<file path="src/rtl/reg_pipe_ce_pkg.sv">
// Shared helpers for reg_pipe_ce: width math for the occupancy counter and
// the default reset/flush value of the data stages.
package reg_pipe_ce_pkg;

    localparam int unsigned DEFAULT_INIT = 0;

    function automatic int unsigned clog2(input int unsigned value);
        int unsigned bits;
        bits = 0;
        while ((64'd1 << bits) < 64'(value)) begin
            bits++;
        end
        return bits;
    endfunction

    // Counter must hold 0..depth inclusive, and never be narrower than 1 bit.
    function automatic int unsigned count_width(input int unsigned depth);
        int unsigned bits;
        bits = clog2(depth + 1);
        return (bits < 1) ? 1 : bits;
    endfunction

endpackage

</file>
<file path="src/rtl/reg_pipe_stage.sv">
// One pipeline stage: WIDTH-bit data plus valid flop with clock enable,
// synchronous flush, asynchronous active-low reset and selectable clock edge.
module reg_pipe_stage
    import reg_pipe_ce_pkg::*;
#(
    parameter int unsigned      WIDTH       = 2,
    parameter logic [WIDTH-1:0] INIT        = WIDTH'(DEFAULT_INIT),
    parameter bit               CLK_POSEDGE = 1'b1
) (
    input  logic             clk_i,
    input  logic             rst_ni,
    input  logic             ce_i,
    input  logic             clr_i,
    input  logic [WIDTH-1:0] d_i,
    input  logic             valid_i,
    output logic [WIDTH-1:0] q_o,
    output logic             valid_o
);

    logic [WIDTH-1:0] data_q, data_d;
    logic             valid_q, valid_d;

    always_comb begin
        data_d  = data_q;
        valid_d = valid_q;
        if (clr_i) begin
            data_d  = INIT;
            valid_d = 1'b0;
        end else if (ce_i) begin
            data_d  = d_i;
            valid_d = valid_i;
        end
    end

    // Edge selection is a static choice between two flop flavours, keeping
    // the clock net free of inverting logic.
    if (CLK_POSEDGE) begin : g_pos
        always_ff @(posedge clk_i or negedge rst_ni) begin
            if (!rst_ni) begin
                data_q  <= INIT;
                valid_q <= 1'b0;
            end else begin
                data_q  <= data_d;
                valid_q <= valid_d;
            end
        end
    end else begin : g_neg
        always_ff @(negedge clk_i or negedge rst_ni) begin
            if (!rst_ni) begin
                data_q  <= INIT;
                valid_q <= 1'b0;
            end else begin
                data_q  <= data_d;
                valid_q <= valid_d;
            end
        end
    end

    assign q_o     = data_q;
    assign valid_o = valid_q;

endmodule

</file>
<file path="src/rtl/reg_pipe_ce.sv">
// Stallable, flushable register pipeline with per-stage valid bits and an
// occupancy count equal to the number of valid stages.
module reg_pipe_ce
    import reg_pipe_ce_pkg::*;
#(
    parameter int unsigned      WIDTH       = 2,
    parameter int unsigned      DEPTH       = 4,
    parameter logic [WIDTH-1:0] INIT        = WIDTH'(DEFAULT_INIT),
    parameter bit               CLK_POSEDGE = 1'b1
) (
    input  logic                          CLK,
    input  logic                          ASYNCRESETN,
    input  logic                          CE,
    input  logic                          CLR,
    input  logic [WIDTH-1:0]              I,
    input  logic                          I_VALID,
    output logic [WIDTH-1:0]              O,
    output logic                          O_VALID,
    output logic [count_width(DEPTH)-1:0] COUNT
);

    localparam int unsigned CW = count_width(DEPTH);

    logic [WIDTH-1:0] data_q [DEPTH];
    logic [DEPTH-1:0] valid_q;
    logic [CW-1:0]    count_q, count_d;

    for (genvar k = 0; k < DEPTH; k++) begin : g_stage
        logic [WIDTH-1:0] d_in;
        logic             v_in;

        if (k == 0) begin : g_head
            assign d_in = I;
            assign v_in = I_VALID;
        end else begin : g_body
            assign d_in = data_q[k-1];
            assign v_in = valid_q[k-1];
        end

        reg_pipe_stage #(
            .WIDTH      (WIDTH),
            .INIT       (INIT),
            .CLK_POSEDGE(CLK_POSEDGE)
        ) u_stage (
            .clk_i  (CLK),
            .rst_ni (ASYNCRESETN),
            .ce_i   (CE),
            .clr_i  (CLR),
            .d_i    (d_in),
            .valid_i(v_in),
            .q_o    (data_q[k]),
            .valid_o(valid_q[k])
        );
    end

    // Tracks popcount(valid) incrementally: entry and exit on the same edge cancel.
    always_comb begin
        count_d = count_q;
        if (CLR) begin
            count_d = '0;
        end else if (CE) begin
            count_d = count_q + CW'(I_VALID) - CW'(valid_q[DEPTH-1]);
        end
    end

    if (CLK_POSEDGE) begin : g_cnt_pos
        always_ff @(posedge CLK or negedge ASYNCRESETN) begin
            if (!ASYNCRESETN) count_q <= '0;
            else              count_q <= count_d;
        end
    end else begin : g_cnt_neg
        always_ff @(negedge CLK or negedge ASYNCRESETN) begin
            if (!ASYNCRESETN) count_q <= '0;
            else              count_q <= count_d;
        end
    end

    assign O       = data_q[DEPTH-1];
    assign O_VALID = valid_q[DEPTH-1];
    assign COUNT   = count_q;

endmodule
</file>
<file path="config.mk">
export PLATFORM = sky130hd
export DESIGN_NAME = reg_pipe_ce
export DESIGN_NICKNAME = d
export VERILOG_FILES = /design/src/rtl/reg_pipe_ce_pkg.sv /design/src/rtl/reg_pipe_stage.sv /design/src/rtl/reg_pipe_ce.sv
export SDC_FILE = /design/constraint.sdc
export NUM_CORES = 1
export LEC_CHECK = 0
export CAP_MARGIN = 5
export CORE_MARGIN = 2
export CORE_UTILIZATION = 30
export CTS_BUF_LIST = sky130_fd_sc_hd__clkbuf_2
export DETAILED_ROUTE_END_ITERATION = 8
export MAX_ROUTING_LAYER = met4
export SYNTH_ARGS = -nofsm -noshare
export SYNTH_HDL_FRONTEND = slang
export SYNTH_SLANG_ARGS = --single-unit
</file>
<file path="constraint.sdc">
create_clock -name CLK -period 2.1 [get_ports CLK]
set_input_delay 0.315 -clock CLK [delete_from_list [all_inputs] [get_ports CLK]]
set_output_delay 0.315 -clock CLK [all_outputs]
set_load 0.05 [all_outputs]
</file>
==> results of run 1 <==
==> placed cells by master (no fill, tap or decap) <==
master / n
a21oi_1: 1
nand2b_1: 1
mux2i_1: 14
fa_1: 1
xor2_1: 1
buf_4: 2
clkinv_2: 1
clkbuf_2: 3
a31o_1: 1
inv_1: 4
clkdlybuf4s50_1: 12
ha_1: 2
dfrtp_1: 15
nor2_1: 15
==> per-layer routing <==
metal  vias up  global-route usage  share of wire
met2         5              0.1435           0.47
met4         0             0.06410         0.0056
met1       206              0.1182           0.49
met5         -                   -              0
met3         2             0.02571          0.038
li1        219                   -              -
==> sequential cells by signal, indices dropped and copies added, names as in the netlist <==
name,cells
g_stage.u_stage.q_o,8
g_stage.u_stage.valid_o,4
COUNT,3
==> cell families after synthesis <==
group | Yosys count
adders and majority gates | 3
DFF | 15
and+or+nand+nor | 16
muxes | 14
buffers and inverters | 7
xor gates and xnor gates | 1
AOI/OAI and AO/OA | 2
==> report_power, final <==
part | internal (mW) | switching (mW) | total (mW)
logic | 0.0364 | 0.0458 | 0.0822
registers | 0.299 | 0.00662 | 0.306
clock network | 0.0431 | 0.0939 | 0.137
==> how the worst max path moves through the flow <==
stage | start | end | slack, ns | cells after the start
4_1_cts | COUNT[1] | COUNT[1] | 0.18 | 1
3_3_place_gp | I_VALID | COUNT[2] | 0.17 | 7
5_1_grt | COUNT[1] | COUNT[1] | 0.12 | 1
3_5_place_dp | I_VALID | COUNT[2] | 0.13 | 7
2_1_floorplan | COUNT[0] | COUNT[2] | 0.01 | 9
6_report | COUNT[1] | COUNT[1] | 0.22 | 1
==> per-stage QoR <==
stage	total power [mW]	instances	hold WS, ns	utilization	setup slack [ns]
6_report	0.5248	101	0.4100	0.3846	0.2187
5_1_grt	0.5598	101	0.4460	0.3846	0.1202
4_1_cts	0.5365	101	0.4231	0.3846	0.1767
3_5_place_dp	0.3951	97	0.5134	0.3756	0.1321
3_3_place_gp	0.3939	97	0.4975	0.3756	0.1725
2_1_floorplan	0.3654	58	0.01941	-	0.01216
==> worst reg2reg max path, stage by stage (launching register included) <==
cell and delay, ns:
dfrtp_1 0.43, ha_1 0.30, inv_1 0.05, ha_1 0.13, inv_1 0.05, fa_1 0.36, xor2_1 0.18, a21oi_1 0.09
a31o_1 0.19
==> area by class of cell <==
type,instances,area [um2],share of cell area
Multi-Input combinational cell,36,270.3,0.3176
Clock buffer,3,15.01,0.01765
Tap cell,28,35.03,0.04118
Inverter,4,15.01,0.01765
Clock inverter,1,5.005,0.005882
Sequential cell,15,375.4,0.4412
Timing Repair Buffer,14,135.1,0.1588
==> results.md, run 1 <==
- Syn Nets: 68
- Initial DRT Pass Iterations: 2
- Largest family of logic cells by synthesized area: multiplexers
- Synthesized area per cell: 12.02 um2
- Initial antenna violation count: 0
- Hold Vio Cnt, Final: 0
- R2R cell count: 8
- Antenna fix cells: 0
- Area Overhead vs Synth: 22.08%
- Placer Congestion: 0.7004
- Simple-gate share of the synthesized area: 0.08977
- RSZ-0062 raised after global routing: no
- WL/cell: 10.63 um
- Ys flop type: dfrtp_1
- Status: finished clean
- Compound-cell area share of the yosys netlist: 0.01975
- Cell area after layout: 850.8 um2
- Sequential area share after synthesis: 0.5386
- Core area: 2212 um2
- Die Height: 52.20 um
- H-tree depth: 1
- Routed Antenna Nets: 0
- Number of global-route vias before repair: 449
- Flop-to-flop setup slack: 0.23 ns
- Post-synth EDFFs: 0
- DRC viols: 0
- HPWL after detailed placement: 749 um
- Slew Limit Fails: 0
- Total CTS buffers: 3
- CTS max path bufs: 2
- Crit-path cells: clkdlybuf4s50_1
- Fin nets: 84
- R2r endpoint: COUNT[2]
- Clk pin slew, worst setup/hold paths: 0.15 ns
- Crit path required time: 1.78 ns
- Sink Count: 15
- LEAKAGE: 0.4412 nW
- Post-synth top cells: dfrtp_1 (15), nor2_1 (15), mux2i_1 (14)
- All-layer global routing usage: 0.09764
- CP startpoint kind: flip-flop
- Crit share post-route: 0.8959
- Share of layout cells above drive strength 1: 0.08219
- PD cells: 616.8 nW/um2
- Worst Tran Pin Value: 0.6553 ns
- Arr. time, crit path: 1.57 ns
- DIE AREA: 2725 um2
- CP max FO: 4
- Iteration-0 DRC Markers: 1
- Synth top area cells: dfrtp_1 (54%), mux2i_1 (20%), nor2_1 (8.1%), ha_1 (3.6%), buf_12 (2.9%)
- Yosys cell types: 13
- CTS tree: built
- PortBufs: 12
- Root buf cell: clkbuf_2
- Relative slew slack: 0.5618
- # IOs: 13
- CP max stage cell: clkdlybuf4s50_1
- First-pass GRT wire length: 1835 um
- Fin crit period: 1.881 ns
- WS Path Type: reg -> out
- Critical path's top delay family: buffers and inverters
- GR Overflow Total: 0
- Maximum clock frequency: 531.5 MHz
- Via count: 432
- Post-synthesis instance total: 58
- Maximum vdd drop: 0.3829 mV
- Setup Fix Bufs, Post-CTS: 0
- Worst reg2reg startpoint: g_stage[3].u_stage.valid_o
- Post-synth top area share: 0.5386
- Setup TNS: 0 ns
- Largest net degree at the start of global routing: 17
- CP Capture Type: output pin
- Initial core utilization: 0.3150
- Post_cts resized: 0
- Worst min path class: in -> async
- Hold buffers post-CTS: 0
- Max Cap Viol: 0
- Filler cells: 235
- DRT Wirelength: 1074 um
- Crit path largest cell delay: 0.83 ns
- Site Rows: 17
- Dpl cell area: 830.8 um2
- Latest clock arrival within the worst-skew pair: 0.28 ns
- Synthesized area: 696.9 um2
- Synth warn: 0
- Xor/xnor share of the synthesized area: 0.01257
- Synth Register Bits: 15
- Die width: 52.20 um
- Clk_skew: 0.007115 ns
- Critical path buffers and inverters: 1
- Post-synthesis mux area share: 0.2011
- Vias per cell: 4.277
- Synth area leader: dfrtp_1
- Asr flop ratio synth: 1.000
- Final number of setup-violating endpoints: 0
- Post-synthesis adder-cell area fraction: 0.06463
Power figures use the tool's default switching activity.
==> inputs of run 2 (changes only) <==
CTS_CLUSTER_DIAMETER = 120   (was unset)
==> results of run 2 <==
Same layout as run 1: the final DEF is identical, and so are final timing and power.
